### config.mk
export PLATFORM = sky130hd
export DESIGN_NAME = pipeline_event_generator_flat
export DESIGN_NICKNAME = d
export VERILOG_FILES = /design/src/rtl/pipeline_event_generator_if.sv /design/src/rtl/pipeline_event_generator.sv /design/src/flat_wrapper.sv
export SDC_FILE = /design/constraint.sdc
export NUM_CORES = 1
export LEC_CHECK = 0
export CORE_MARGIN = 2
export CORE_UTILIZATION = 46
export CTS_BUF_LIST = sky130_fd_sc_hd__clkbuf_4
export DETAILED_ROUTE_END_ITERATION = 6
export PLACE_DENSITY_LB_ADDON = 0.1
export SKIP_CTS_REPAIR_TIMING = 1
export SLEW_MARGIN = 20
export SYNTH_ARGS = -nofsm -noshare
export SYNTH_HDL_FRONTEND = slang
export SYNTH_SLANG_ARGS = --single-unit
### constraint.sdc
create_clock -name internal_clock -period 2.9 [get_ports internal_clock]
set_input_delay 0.435 -clock internal_clock [delete_from_list [all_inputs] [get_ports internal_clock]]
set_output_delay 0.435 -clock internal_clock [all_outputs]
set_load 0.02 [all_outputs]
### src/rtl/pipeline_event_generator_if.sv
// Decode-stage, front-panel button and controller-facing signals of the
// pipeline event generator, bundled for connection between pipeline and block.
interface pipeline_event_generator_if;
    logic       instr_valid;
    logic [7:0] opcode;
    logic       branch_taken;
    logic       resume_btn;
    logic       restart_btn;
    logic       halted;
    logic       flush_detected;
    logic       resume;
    logic       restart;
    logic       fetch_hold;
    logic [7:0] flush_count;

    // Pipeline / front panel side: drives decode info and raw buttons.
    modport master (
        output instr_valid, opcode, branch_taken, resume_btn, restart_btn,
        input  halted, flush_detected, resume, restart, fetch_hold, flush_count
    );

    // Event generator side.
    modport slave (
        input  instr_valid, opcode, branch_taken, resume_btn, restart_btn,
        output halted, flush_detected, resume, restart, fetch_hold, flush_count
    );
endinterface

### src/rtl/pipeline_event_generator.sv
// Pipeline event generator: detects halt opcodes and taken branches in decode,
// conditions the asynchronous resume/restart buttons, and produces registered
// halted / flush / resume / restart / fetch-hold indications for the
// clock/halt controller.
module pipeline_event_generator #(
    parameter logic [7:0] HLT_OPCODE      = 8'hFF,
    parameter int         FLUSH_CYCLES    = 2,
    parameter int         DEBOUNCE_CYCLES = 16
) (
    input logic                        internal_clock,
    input logic                        reset_n,
    pipeline_event_generator_if.slave  bus
);

    typedef enum logic [1:0] {
        ST_RUN,
        ST_FLUSH,
        ST_HALT,
        ST_RESUME
    } state_t;

    localparam int BTN_RESUME  = 0;
    localparam int BTN_RESTART = 1;

    localparam logic [7:0] DEB_LAST   = 8'(DEBOUNCE_CYCLES - 1);
    localparam logic [3:0] FLUSH_LOAD = 4'(FLUSH_CYCLES);

    // ------------------------------------------------------------------
    // Button conditioning (index 0 = resume, 1 = restart)
    // ------------------------------------------------------------------
    logic [1:0] btn_raw;
    logic [1:0] sync1_q;
    logic [1:0] sync2_q;
    logic [1:0] level_q;
    logic [1:0] level_prev_q;
    logic [7:0] deb_cnt_q [2];
    logic [1:0] btn_evt;

    assign btn_raw = {bus.restart_btn, bus.resume_btn};

    // Synchronize, debounce and remember the previous debounced level.
    always_ff @(posedge internal_clock or negedge reset_n) begin
        if (!reset_n) begin
            sync1_q      <= '0;
            sync2_q      <= '0;
            level_q      <= '0;
            level_prev_q <= '0;
            // NOTE: the small counter array is reset element by element; it is
            // control state, not a storage RAM, so it must start from zero.
            for (int i = 0; i < 2; i++) begin
                deb_cnt_q[i] <= '0;
            end
        end else begin
            // NOTE: non-blocking assignments keep every flop sampling the
            // pre-edge value, which is what makes the 2-FF chain a synchronizer.
            sync1_q      <= btn_raw;
            sync2_q      <= sync1_q;
            level_prev_q <= level_q;
            for (int i = 0; i < 2; i++) begin
                if (sync2_q[i] == level_q[i]) begin
                    deb_cnt_q[i] <= '0;
                end else if (deb_cnt_q[i] == DEB_LAST) begin
                    level_q[i]   <= sync2_q[i];
                    deb_cnt_q[i] <= '0;
                end else begin
                    deb_cnt_q[i] <= deb_cnt_q[i] + 8'd1;
                end
            end
        end
    end

    // Only a rising debounced level counts as a press.
    assign btn_evt = level_q & ~level_prev_q;

    // ------------------------------------------------------------------
    // Control FSM
    // ------------------------------------------------------------------
    state_t     state_q, state_d;
    logic [3:0] flush_cnt_q, flush_cnt_d;
    logic [7:0] flush_count_q, flush_count_d;
    logic       restart_d;
    logic       halted_q, flush_q, resume_q, restart_q, hold_q;

    // Next-state, flush timer and flush statistics.
    always_comb begin
        // NOTE: every variable gets a default first so no path leaves it
        // unassigned, which would otherwise infer a latch.
        state_d       = state_q;
        flush_cnt_d   = flush_cnt_q;
        flush_count_d = flush_count_q;
        restart_d     = 1'b0;

        if (btn_evt[BTN_RESTART]) begin
            // Restart overrides everything, including a same-cycle resume or
            // decode request.
            state_d       = ST_RUN;
            flush_cnt_d   = '0;
            flush_count_d = '0;
            restart_d     = 1'b1;
        end else begin
            unique case (state_q)
                ST_RUN: begin
                    if (bus.instr_valid && bus.opcode == HLT_OPCODE) begin
                        state_d = ST_HALT;
                    end else if (bus.instr_valid && bus.branch_taken) begin
                        state_d     = ST_FLUSH;
                        flush_cnt_d = FLUSH_LOAD;
                        if (flush_count_q != 8'hFF) begin
                            flush_count_d = flush_count_q + 8'd1;
                        end
                    end
                end
                ST_FLUSH: begin
                    flush_cnt_d = flush_cnt_q - 4'd1;
                    if (flush_cnt_q <= 4'd1) begin
                        state_d = ST_RUN;
                    end
                end
                ST_HALT: begin
                    if (btn_evt[BTN_RESUME]) begin
                        state_d = ST_RESUME;
                    end
                end
                ST_RESUME: begin
                    state_d = ST_RUN;
                end
                default: begin
                    state_d = ST_RUN;
                end
            endcase
        end
    end

    // State register plus outputs registered from the state being entered.
    always_ff @(posedge internal_clock or negedge reset_n) begin
        if (!reset_n) begin
            state_q       <= ST_RUN;
            flush_cnt_q   <= '0;
            flush_count_q <= '0;
            halted_q      <= 1'b0;
            flush_q       <= 1'b0;
            resume_q      <= 1'b0;
            restart_q     <= 1'b0;
            hold_q        <= 1'b0;
        end else begin
            state_q       <= state_d;
            flush_cnt_q   <= flush_cnt_d;
            flush_count_q <= flush_count_d;
            halted_q      <= (state_d == ST_HALT);
            flush_q       <= (state_d == ST_FLUSH);
            resume_q      <= (state_d == ST_RESUME);
            restart_q     <= restart_d;
            hold_q        <= (state_d != ST_RUN);
        end
    end

    assign bus.halted         = halted_q;
    assign bus.flush_detected = flush_q;
    assign bus.resume         = resume_q;
    assign bus.restart        = restart_q;
    assign bus.fetch_hold     = hold_q;
    assign bus.flush_count    = flush_count_q;

endmodule

### src/flat_wrapper.sv
// flat-port wrapper written by rule: the top's interface ports become plain ports
module pipeline_event_generator_flat 
#(
    parameter logic [7:0] HLT_OPCODE      = 8'hFF,
    parameter int         FLUSH_CYCLES    = 2,
    parameter int         DEBOUNCE_CYCLES = 16
)
  (internal_clock, reset_n, bus_instr_valid, bus_opcode, bus_branch_taken, bus_resume_btn, bus_restart_btn, bus_halted, bus_flush_detected, bus_resume, bus_restart, bus_fetch_hold, bus_flush_count);
  pipeline_event_generator_if bus_i ();
  input logic internal_clock;
  input logic reset_n;
  input wire logic [$bits(bus_i.instr_valid)-1:0] bus_instr_valid;
  input wire logic [$bits(bus_i.opcode)-1:0] bus_opcode;
  input wire logic [$bits(bus_i.branch_taken)-1:0] bus_branch_taken;
  input wire logic [$bits(bus_i.resume_btn)-1:0] bus_resume_btn;
  input wire logic [$bits(bus_i.restart_btn)-1:0] bus_restart_btn;
  output wire logic [$bits(bus_i.halted)-1:0] bus_halted;
  output wire logic [$bits(bus_i.flush_detected)-1:0] bus_flush_detected;
  output wire logic [$bits(bus_i.resume)-1:0] bus_resume;
  output wire logic [$bits(bus_i.restart)-1:0] bus_restart;
  output wire logic [$bits(bus_i.fetch_hold)-1:0] bus_fetch_hold;
  output wire logic [$bits(bus_i.flush_count)-1:0] bus_flush_count;
  assign bus_i.instr_valid = bus_instr_valid;
  assign bus_i.opcode = bus_opcode;
  assign bus_i.branch_taken = bus_branch_taken;
  assign bus_i.resume_btn = bus_resume_btn;
  assign bus_i.restart_btn = bus_restart_btn;
  assign bus_halted = bus_i.halted;
  assign bus_flush_detected = bus_i.flush_detected;
  assign bus_resume = bus_i.resume;
  assign bus_restart = bus_i.restart;
  assign bus_fetch_hold = bus_i.fetch_hold;
  assign bus_flush_count = bus_i.flush_count;
  pipeline_event_generator #(.HLT_OPCODE(HLT_OPCODE), .FLUSH_CYCLES(FLUSH_CYCLES), .DEBOUNCE_CYCLES(DEBOUNCE_CYCLES)) u_core (.internal_clock(internal_clock), .reset_n(reset_n), .bus(bus_i));
endmodule
## Word-level counts from Yosys, hierarchy flattened

Index checks and enable logic that the tools add are counted.

| cells by class | value |
|---|---|
| add/sub/neg operators | 4 |
| $lt $le $gt $ge | 1 |
| equality and inequality tests | 15 |
| multiplexer cells | 20 |
| bitwise operators | 4 |
| reduce and logical (&&, ||, !) cells | 12 |

Operators with widths:

| operator | count |
|---|---|
| 8-bit two-way mux | 9 |
| 8-bit by 1-bit adder with 8-bit output, second input constant | 3 |
| 8-bit by 4-bit == test with 1-bit output, second input constant | 2 |
| 4-bit two-way mux | 3 |
| 2-bit two-way mux | 5 |
| 2-bit == test, second input constant | 4 |
| 8-bit == test, second input constant | 1 |
| 8-bit != test, second input constant | 1 |
| 2-bit one-hot mux with 4 select lines | 1 |
| 4-bit one-hot mux with 2 select lines | 1 |
| 2-bit nonzero test | 4 |
| 2-bit by 1-bit == test with 1-bit output, second input constant | 2 |
| 4-bit by 1-bit <= comparator with 1-bit output, second input constant | 1 |
| 2-bit AND reduction | 2 |
| 4-bit AND reduction | 1 |
| 4-bit by 1-bit subtractor with 4-bit output, second input constant | 1 |
| 3-bit by 1-bit != test with 1-bit output, second input constant | 1 |
| 3-bit by 2-bit != test with 1-bit output, second input constant | 1 |
| 3-bit AND reduction | 1 |
| 3-bit nonzero test | 1 |
| 2-bit bitwise AND | 1 |
| 1-bit == test | 2 |
| 1-bit logical AND | 2 |
| 2-bit logical NOT | 1 |
| 4 further kinds | 5 |

| storage, ports and cells | value |
|---|---|
| register bits | 43 |
| bits of input ports | 14 |
| output and inout bits | 13 |
| logic and storage cells | 71 |

## Depth between registers and ports, before layout

| depth | value |
|---|---|
| depth in word-level cells | 6 |
| gate-level depth with buffers | 6 |
| mapped depth without buffers | 6 |

## Worst setup path after synthesis

Ideal clock, no wire load.

| timing | value |
|---|---|
| path kind | register -> register |
| start point | reg u_core.flush_count_q[0] (netlist: u_core.bus.flush_count[0]) |
| end point | reg u_core.flush_count_q[3] (netlist: u_core.bus.flush_count[3]) |
| setup time | 0.078 ns |
| arrival time | 1.685 ns |
| required time | 2.822 ns |
| slack | 1.137 ns |
| cell stages (with the launch flop) | 7 |
| path buffers | 1 |
| clock period less this slack | 1.763 ns |
| cells stage by stage | dfrtp_1 -> ha_1 -> nand3_1 -> nor2b_1 -> buf_4 -> or4_1 -> a21oi_1 |

| on the way | value |
|---|---|
| longest elaborated chain between the ends | 6 |
| elaborated cells between the ends (all ways) | 9 |
| classes of those cells | add/sub (1); eq/ne (1); mux (5); reduce/logical (2) |

Ends and longest elaborated chain:

| what | RTL line | RTL |
|---|---|---|
| start: declaration | pipeline_event_generator.sv:80 | `logic [7:0] flush_count_q, flush_count_d;` |
| start signal: assignment | pipeline_event_generator.sv:148 | `flush_count_q <= flush_count_d;` |
| 8-bit by 1-bit adder with 8-bit output | pipeline_event_generator.sv:109 | `flush_count_d = flush_count_q + 8'd1;` |
| 8-bit two-way mux | pipeline_event_generator.sv:108 | `if (flush_count_q != 8'hFF) begin` |
| 8-bit two-way mux | pipeline_event_generator.sv:105 | `end else if (bus.instr_valid && bus.branch_taken) begin` |
| 8-bit two-way mux | pipeline_event_generator.sv:103 | `if (bus.instr_valid && bus.opcode == HLT_OPCODE) begin` |
| 8-bit two-way mux | pipeline_event_generator.sv:101 | `unique case (state_q)` |
| 8-bit two-way mux | pipeline_event_generator.sv:93 | `if (btn_evt[BTN_RESTART]) begin` |

Several ways; a longest one is shown, not always the timed one. The select of a mux whose other input is x is not followed.
A chain may end at the register's enable or synchronous reset.

## Worst setup path after layout

| timing | value |
|---|---|
| start point | reg u_core.flush_count_q[4] (netlist: u_core.bus.flush_count[4]) |
| end point | out bus_flush_count[4] |

RTL lines:

| what | RTL line | RTL |
|---|---|---|
| end: declaration | flat_wrapper.sv:22 | `output wire logic [$bits(bus_i.flush_count)-1:0] bus_flush_count;` |

No word-level cell between the ends.

==> reports/metrics.cfg <==
[status]
outcome=finished clean

[logic_synthesis]
ys_types=43
synth.area.top_cells=dfrtp_1, nor2_1, xnor2_1
synth-main-ff-cell=dfrtp_1
synth_top_area_cell=dfrtp_1
ys_ff_latch=43
yosysWarnings=0
synthArstFlopShare=1.00
syn_inst=185
syn_nets=204
syn-cell-area_um2=1970
synth-edff-count=0
yosysTopAreaCellShare=0.546
syn_avg_cell_area_um2=10.7
seq_area_frac_synth=0.546

[timing]
drv_slew=0
worst_slew_pin_slew_ns=0.901
hold_violations=0
slew_headroom=0.399
finClkSkew_ns=0.00816
setup-tns-final_ns=0
min_period_ns=1.89
rsz0062_at_grt=no
setup_viol=0
max_freq_mhz=529
post-route-period-util=0.652

[drt]
finalWirelength_um=3650
postRouteAntennaNets=0
dr.pass1.iters=4
vias_per_cell=5.54
post_drt_wl_per_cell_um=13.8
dr_total_vias=1463
drc=0
drt_iter0_markers=126

[placed_design]
place.gp.congestion=0.850
post_dp_cell_area_um2=2260
portBuffers=26
hpwl_um=2610
dp_cells=257

[min_path]
hp-class=primary input to async pin

[clock_tree]
clk_pin_slew_ns=0.12
ctsRootBufferMaster=clkbuf_4
clk_latency_ns=0.34
htreeDepth=2
cts_tree=built
clkSinkCount=43
cts_max_path_buffers=2
cts_buffers=5

[floorplanning]
num_rows=23
core_area_um2=4060
die_w_um=69.5
initial_utilization=0.486
io_pins=27
dieArea_um2=4830
fp.dieH_um=69.5

[final_layout]
layout-drive-gt1-share=0.0514
final_cell_mix=dfrtp_1, clkdlybuf4s50_1, nor2_1
layout.nets=233
layoutNonFillerInstCount=264
postLayoutCellArea_um2=2310
diodes=0
final_common_cell=dfrtp_1
syn_to_final_growth_pct=17.1

[worst_setup_path]
cp_slowest_stage_delay_ns=0.64
critical_path.cell_chain=clkdlybuf4s50_1
cp_slowest_cell=clkdlybuf4s50_1
cp_max_fo=7
cp.arrival_ns=1.45
crit_buf_inv=1
crit_required_ns=2.47
cp_top_family=buffers and inverters
critical_path_class=flip-flop to primary output
cp-end-kind=primary output
start_kind=flip-flop

[job]
cap_viol_max_count=0

[pwr]
peakVddDrop_v=0.000268
power_mw=1.49
powerDensity_nw_per_um2=644
cellLeakagePower_nw=0.994

[global_routing]
overflow=0
grt_usage=0.166
grt_pass1_wl_um=6490
grt_pass1_vias=1472
grt_max_degree=44
antenna_found_initial=0

cell usage after synthesis (3+ instances only):
| master | instances |
|---|---|
| dfrtp_1 | 43 |
| nor2_1 | 20 |
| a21oi_1 | 9 |
| nand2_1 | 9 |
| inv_1 | 8 |
| nand3_1 | 8 |
| xnor2_1 | 8 |
| nand2b_1 | 7 |
| o21ai_0 | 6 |
| xor2_1 | 6 |
| ha_1 | 5 |
| nor4_1 | 5 |
| a31oi_1 | 4 |
| and3_1 | 4 |
| o31ai_1 | 3 |
area by class of cell:
class | instances | area (um^2)
clock buffers | 5 | 37.5
clock inverters | 2 | 8.76
fillers | 349 | 1750
inverters | 8 | 30.0
multi-input cells | 130 | 840
flip-flops and latches | 43 | 1080
well taps | 50 | 62.6
repair buffers | 26 | 255
per-layer routing:
| metal | track usage | part of all wire | up-vias |
|---|---|---|---|
| li1 | - | - | 716 |
| met2 | 0.267 | 0.46 | 34 |
| met1 | 0.209 | 0.46 | 708 |
| met5 | 0 | 0 | - |
| met4 | 0.0566 | 0.014 | 0 |
| met3 | 0.0552 | 0.057 | 5 |
state kept, by name, indices dropped and copies added (netlist names):
signal                     flops
u_core.bus.restart             1
u_core.state_q                 2
u_core.bus.flush_count         8
u_core.sync1_q                 2
u_core.level_q                 2
u_core.level_prev_q            2
u_core.bus.halted              1
u_core.deb_cnt_q              16
u_core.sync2_q                 2
u_core.bus.flush_detected      1
u_core.flush_cnt_q             4
u_core.bus.resume              1
u_core.bus.fetch_hold          1
worst reg2reg max path, delay by kind of cell, from the launching register on:
family	cells	cell delay [ns]
compound gates	2	0.53
simple gates	2	0.76
flops	1	0.52
report_power, final:
part	total [mW]	switching, mW	internal, mW
Combinational	0.438	0.221	0.217
Clock	0.264	0.178	0.0862
Sequential	0.786	0.100	0.686
Total	1.49	0.499	0.989
metrics by stage:
stage | hold WS (ns) | utilization | worst slack, ns
after detailed placement | 0.336 | 0.558 | 0.678
final | 0.208 | 0.569 | 1.01
after global placement | 0.334 | 0.558 | 0.741
after floorplan | 0.139 | - | 1.14
after global routing | 0.274 | 0.569 | 0.890
after CTS | 0.246 | 0.569 | 0.989
kinds of logic (layout without fill, tap and decap cells):
logic type	count (synthesis)	in the layout	share of synthesized area
and+or+nand+nor	74	74	0.201
adders and majority gates	5	5	0.0317
AOI/OAI and AO/OA	34	34	0.114
xor gates and xnor gates	14	14	0.0622
muxes	3	3	0.0165
buffers and inverters	12	41	0.0286
DFF	43	43	0.546
path summary, 6_finish.rpt:
kind,slack (ns),end,start,cells past startpoint
worst max-delay path,1.01,bus_flush_count[4],u_core.bus.flush_count[4],1
worst min-delay path,0.21,u_core.flush_cnt_q[3],reset_n,1
worst max register to register,1.03,u_core.bus.flush_count[3],u_core.state_q[0],4
worst min register to register,0.36,u_core.sync2_q[1],u_core.sync1_q[1],0
max in group asynchronous,2.13,u_core.deb_cnt_q[7],reset_n,1
min in group internal_clock,0.36,u_core.sync2_q[1],u_core.sync1_q[1],0
(Power assumes the default switching activity.)
==> patch 1 (same settings) <==
Re-encode `state_t` (4 states) as one-hot, 4 bits wide.
--- a/src/rtl/pipeline_event_generator.sv
+++ b/src/rtl/pipeline_event_generator.sv
@@ -13,9 +13,9 @@
 );
 
-    typedef enum logic [1:0] {
-        ST_RUN,
-        ST_FLUSH,
-        ST_HALT,
-        ST_RESUME
+    typedef enum logic [3:0] {
+        ST_RUN    = 4'b0001,
+        ST_FLUSH  = 4'b0010,
+        ST_HALT   = 4'b0100,
+        ST_RESUME = 4'b1000
     } state_t;
 
Function: no difference found for any inputs over 10 cycles, from zero or initial values and one cycle with reset_n low; not proved beyond that.
==> patch 1 against the unedited design <==
  * Hold slack better by 0.15 ns
  * Wire length up 3.2%
  * Power is 0.71% higher
  * Non-clock buffer count grew 3
  * Setup slack got worse by 0.13 ns
  * Area after synthesis is 4.6% higher
  * Die area grew 4.3%
  * Sequential cell count increased by 2
  * Cell area is 5.9% higher
  * Critical endpoint is now u_core.bus.flush_count[6]$_DFFE_PN0P_
  * Largest power group unchanged
==> patch 1: results (changes against the unedited design) <==
Run status
  – Status: finished clean (unchanged)

Setup path
  – Critical path's top delay family: simple AND/OR/NAND/NOR gates (was buffers and inverters)
  – CP max stage delay: 0.59 ns (was 0.64 ns)
  – Worst EP arrival: 2.29 ns (was 1.45 ns)
  – Worst path slowest cell: dfstp_2 (was clkdlybuf4s50_1)
  – Crit path launch: u_core.state_q[0]$_DFF_PN1_ (was u_core.bus.flush_count[4]$_DFFE_PN0P_)
  – Worst-path maximum fanout: 15 (was 7)
  – Worst setup path end: u_core.bus.flush_count[6]$_DFFE_PN0P_ (was bus_flush_count[4])

Synthesis
  – Syn Inst Count: 185 (unchanged)
  – Count of different cell masters after synthesis: 39 (was 43)
  – Synth cell count leaders: dfrtp_1 (44), nor2_1 (21), nand3_1 (12) (was dfrtp_1 (43), nor2_1 (20), a21oi_1 (9), nand2_1 (9))
  – Ranking of synthesized cells by area: dfrtp_1 (53%), nor2_1 (3.8%), xnor2_1 (3.8%), ha_1 (3.0%), xor2_1 (3.0%) (was dfrtp_1 (55%), nor2_1 (3.8%), xnor2_1 (3.6%), ha_1 (3.2%), xor2_1 (2.7%))
  – Async S/R FF share, synth: 1.00 (unchanged)
  – Mux contribution to synthesized area: 0.0158 (was 0.0165)
  – Xor/xnor share of the synthesized area: 0.0679 (was 0.0622)
  – Register area share after synthesis: 0.546 (about the same)
  – Post-synthesis compound-gate area fraction: 0.0916 (was 0.114)
  – Adder-Cell Fraction of Synth Area: 0.0303 (was 0.0317)

Routing
  – Initial DRC count: 111 (was 126)
  – Total Wirelength: 3760 µm (was 3650 µm)
  – Vias post-DR: 1512 (was 1463)

Placed design
  – Setup WS pre-CTS: 0.727 ns (was 0.678 ns)
  – Placed cells: 261 (was 257)
  – Placed instance area: 0.00235 mm² (was 0.00226 mm²)
  – DP HPWL: 2660 µm (was 2610 µm)
  – Routability congestion estimate from global placement: 0.724 (was 0.850)

Power
  – Logic pwr share: 0.275 (was 0.294)
  – Sw frac: 0.329 (was 0.335)
  – P_sw: 493 µW (was 499 µW)

Finish
  – Area of the multi-input gates: 881 µm² (was 840 µm²)
  – Final Non-Filler Cells: 271 (was 264)
  – # nets final: 237 (was 233)
  – Share of layout cells above drive strength 1: 0.100 (was 0.0514)
  – Fill cell count: 376 (was 349)

Timing
  – Worst-margin pin slew: 0.695 ns (was 0.901 ns)
  – Final worst slack: 0.882 ns (was 1.01 ns)
  – Hold_ws: 0.362 ns (was 0.208 ns)
  – Clock Skews: 0.00710 ns (was 0.00816 ns)

Min path
  – WHS Path Cells: 0

GRT
  – Global-route wire length before repair: 6580 µm (was 6490 µm)
## patch 1: cell count changes after synthesis, sizes merged, moves of 4 or more
| cell | unedited run | this run |
|---|---|---|
| o31ai | 3 | 8 |
| nand3 | 8 | 12 |
| a31oi | 4 | 0 |
| nand2b | 7 | 3 |
## patch 1: layout make-up
| cell class | count | share of cell area |
|---|---|---|
| clock buffer | 7 | 0.0215 |
| timing repair buffer | 29 | 0.120 |
| clock inverter | 1 | 0.00307 |
| tap | 52 | 0.0266 |
| inverter | 5 | 0.00768 |
| multi-input combinational | 132 | 0.360 |
| sequential | 45 | 0.461 |
## patch 1: layer usage
layer  GRT usage  up-vias  part of all wire
li1            -      737                 -
met1       0.201      731              0.46
met2       0.280       38              0.47
met3      0.0527        6             0.055
met4      0.0503        0             0.014
met5           0        -                 0
## patch 1: logic make-up after synthesis
kind of cell,count (synthesis)
AO/OA/AOI/OAI,28
multiplexers,3
adder cells (fa/ha/maj),5
AND/OR/NAND/NOR,80
XOR/XNOR,16
buffers and inverters,8
flip-flops,45
==> patch 2 (config.mk and constraints unchanged) <==
Made on the original files. `DEBOUNCE_CYCLES` is set to 16 in 2 places; all go to 12.
--- a/src/rtl/pipeline_event_generator.sv
+++ b/src/rtl/pipeline_event_generator.sv
@@ -6,5 +6,5 @@
     parameter logic [7:0] HLT_OPCODE      = 8'hFF,
     parameter int         FLUSH_CYCLES    = 2,
-    parameter int         DEBOUNCE_CYCLES = 16
+    parameter int         DEBOUNCE_CYCLES = 12
 ) (
     input logic                        internal_clock,
--- a/src/flat_wrapper.sv
+++ b/src/flat_wrapper.sv
@@ -4,5 +4,5 @@
     parameter logic [7:0] HLT_OPCODE      = 8'hFF,
     parameter int         FLUSH_CYCLES    = 2,
-    parameter int         DEBOUNCE_CYCLES = 16
+    parameter int         DEBOUNCE_CYCLES = 12
 )
   (internal_clock, reset_n, bus_instr_valid, bus_opcode, bus_branch_taken, bus_resume_btn, bus_restart_btn, bus_halted, bus_flush_detected, bus_resume, bus_restart, bus_fetch_hold, bus_flush_count);
Formal check against the unedited RTL: no difference found for any inputs over 10 cycles, from zero or initial values and one cycle with reset_n low; that may be too few to reach the edited logic, so the function may still have changed.
==> patch 2 against the unedited design <==
  * Setup slack got worse by 0.14 ns
  * Wire length increased by 5.7%
  * Area after synthesis increased by 0.13%
  * Cell area grew 1.6%
  * Sequential cell count unchanged
  * Via count grew 4.2%
  * Critical path depth grew 4
  * Power up 13%
  * Largest cell class unchanged
==> patch 2: results (changes against the unedited design) <==
Run status
  – Status: finished clean (unchanged)

GRT
  – Vias in the first global route: 1486 (was 1472)
  – Total GRT Usage: 0.161 (was 0.166)
  – Global-route wire length before repair: 6300 µm (was 6490 µm)
  – Largest net degree at the start of global routing: 44 (unchanged)
  – Initial antenna violation count: 0 (unchanged)

Setup path
  – R2R cell count: 4 (unchanged)
  – Worst-path maximum fanout: 13 (was 7)
  – Worst EP arrival: 2.30 ns (was 1.45 ns)
  – R2r setup slk: 0.92 ns (was 1.03 ns)
  – R2r endpoint: u_core.bus.flush_count[6]$_DFFE_PN0P_ (was u_core.bus.flush_count[3]$_DFFE_PN0P_)
  – Worst r2r src: u_core.state_q[1]$_DFF_PN0_ (was u_core.state_q[0]$_DFF_PN0_)

Synthesis
  – Ranking of synthesized cells by area: dfrtp_1 (54%), xor2_1 (4.0%), nor2_1 (3.8%), ha_1 (3.2%), a21oi_1 (2.8%) (was dfrtp_1 (55%), nor2_1 (3.8%), xnor2_1 (3.6%), ha_1 (3.2%), xor2_1 (2.7%))
  – Synthesized net count: 207 (was 204)
  – Synth cell count leaders: dfrtp_1 (43), nor2_1 (20), a21oi_1 (11) (was dfrtp_1 (43), nor2_1 (20), a21oi_1 (9), nand2_1 (9))
  – Count of different cell masters after synthesis: 41 (was 43)
  – Async S/R FF share, synth: 1.00 (unchanged)
  – Syn. warnings: 0 (unchanged)
  – Register area share after synthesis: 0.545 (was 0.546)

Routing
  – DR pass1 iterations: 4 (unchanged)
  – Initial DRC count: 102 (was 126)
  – Residual DRC: 0 (unchanged)
  – Total Wirelength: 3850 µm (was 3650 µm)
  – DR vias/cell: 5.73 (was 5.54)

Clock tree
  – Clock transition at path regs: 0.12 ns (about the same)
  – Clock Tree Buf Depth: 2 (unchanged)
  – CTS Buf Count: 5 (unchanged)
  – Clock latency on the worst-skew pair: 0.34 ns (about the same)
  – Clock root buffer: clkbuf_4 (unchanged)
  – H-Tree Depth: 2 (unchanged)

Power
  – Leakage: 0.00104 µW (was 0.000994 µW)
  – Worst vdd ir: 0.347 mV (was 0.268 mV)

Finish
  – Number of flip-flops in the largest register: 16 (unchanged)
  – Most flop-heavy register: u_core.deb_cnt_q (unchanged)
  – # nets final: 235 (was 233)
  – Share of layout cells above drive strength 1: 0.0648 (was 0.0514)
  – Number of diodes: 0 (unchanged)

Timing
  – Hold_ws: 0.221 ns (was 0.208 ns)
  – Fin. max-slew vios: 0 (unchanged)
  – Clock Skews: 0.0104 ns (was 0.00816 ns)
  – Worst-margin pin slew: 0.920 ns (was 0.901 ns)

Placed design
  – DP HPWL: 2760 µm (was 2610 µm)
  – Port Buf Inserts: 26 (unchanged)
  – Routability congestion estimate from global placement: 0.834 (was 0.850)

Min path
  – Hold Path Class: in -> async (unchanged)
[patch 2: cell families (layout without fill, tap and decap cells)]
group,count (synthesis),after routing,synth area share
mux,4,4,0.0222
fa+ha+maj,5,5,0.0317
buf+inv,13,41,0.0253
simple gates,72,72,0.189
compound gates,37,37,0.124
flops,43,43,0.545
xor+xnor,14,14,0.0621
[patch 2: how the worst max path moves through the flow]
stage	startpoint	to	slack (ns)	cells after the start
final	bus_opcode[6]	u_core.bus.flush_count[1]$_DFFE_PN0P_	0.87	5
after global routing	bus_opcode[6]	u_core.bus.flush_count[1]$_DFFE_PN0P_	0.79	5
after CTS	bus_opcode[6]	u_core.bus.flush_count[1]$_DFFE_PN0P_	0.90	5
after detailed placement	bus_opcode[6]	u_core.bus.flush_count[1]$_DFFE_PN0P_	0.55	5
after global placement	bus_opcode[7]	u_core.bus.flush_count[6]$_DFFE_PN0P_	0.62	5
after floorplan	u_core.bus.flush_count[0]$_DFFE_PN0P_	u_core.bus.flush_count[7]$_DFFE_PN0P_	1.03	5
[patch 2: where the power goes]
part           internal (µW)  switching, µW
registers                690            104
logic                    245            276
clock network            187            174
total                   1120            555
[patch 2: layout make-up]
| class | count | area, µm² |
|---|---|---|
| Timing Repair Buffer | 26 | 255 |
| Inverter | 8 | 30.0 |
| Multi-Input combinational cell | 132 | 848 |
| Tap cell | 50 | 62.6 |
| Sequential cell | 43 | 1080 |
| Clock inverter | 1 | 30.0 |
| Clock buffer | 6 | 45.0 |
| Fill cell | 329 | 1710 |
[patch 2: worst max-delay path: stages]
cell and delay, ns:
clkdlybuf4s50_1 0.46, nand4_1 0.18, o2111ai_1 0.80, o21ai_0 0.25, a21oi_1 0.18
[patch 2: metal layers]
layer  GRT usage  wire length [µm]
met5           0                 0
met4      0.0784                77
met3      0.0349               119
met2       0.286              1990
met1       0.181              1660
[patch 2: metrics by stage]
| stage | cells | cell area, µm² | utilization | setup slack (ns) |
|---|---|---|---|---|
| floorplan | 188 | 1970 | - | 1.03 |
| global placement | 259 | 2270 | 0.560 | 0.617 |
| detailed placement | 259 | 2270 | 0.560 | 0.548 |
| CTS | 266 | 2350 | 0.578 | 0.904 |
| global route | 266 | 2350 | 0.578 | 0.786 |
| finish | 266 | 2350 | 0.578 | 0.869 |
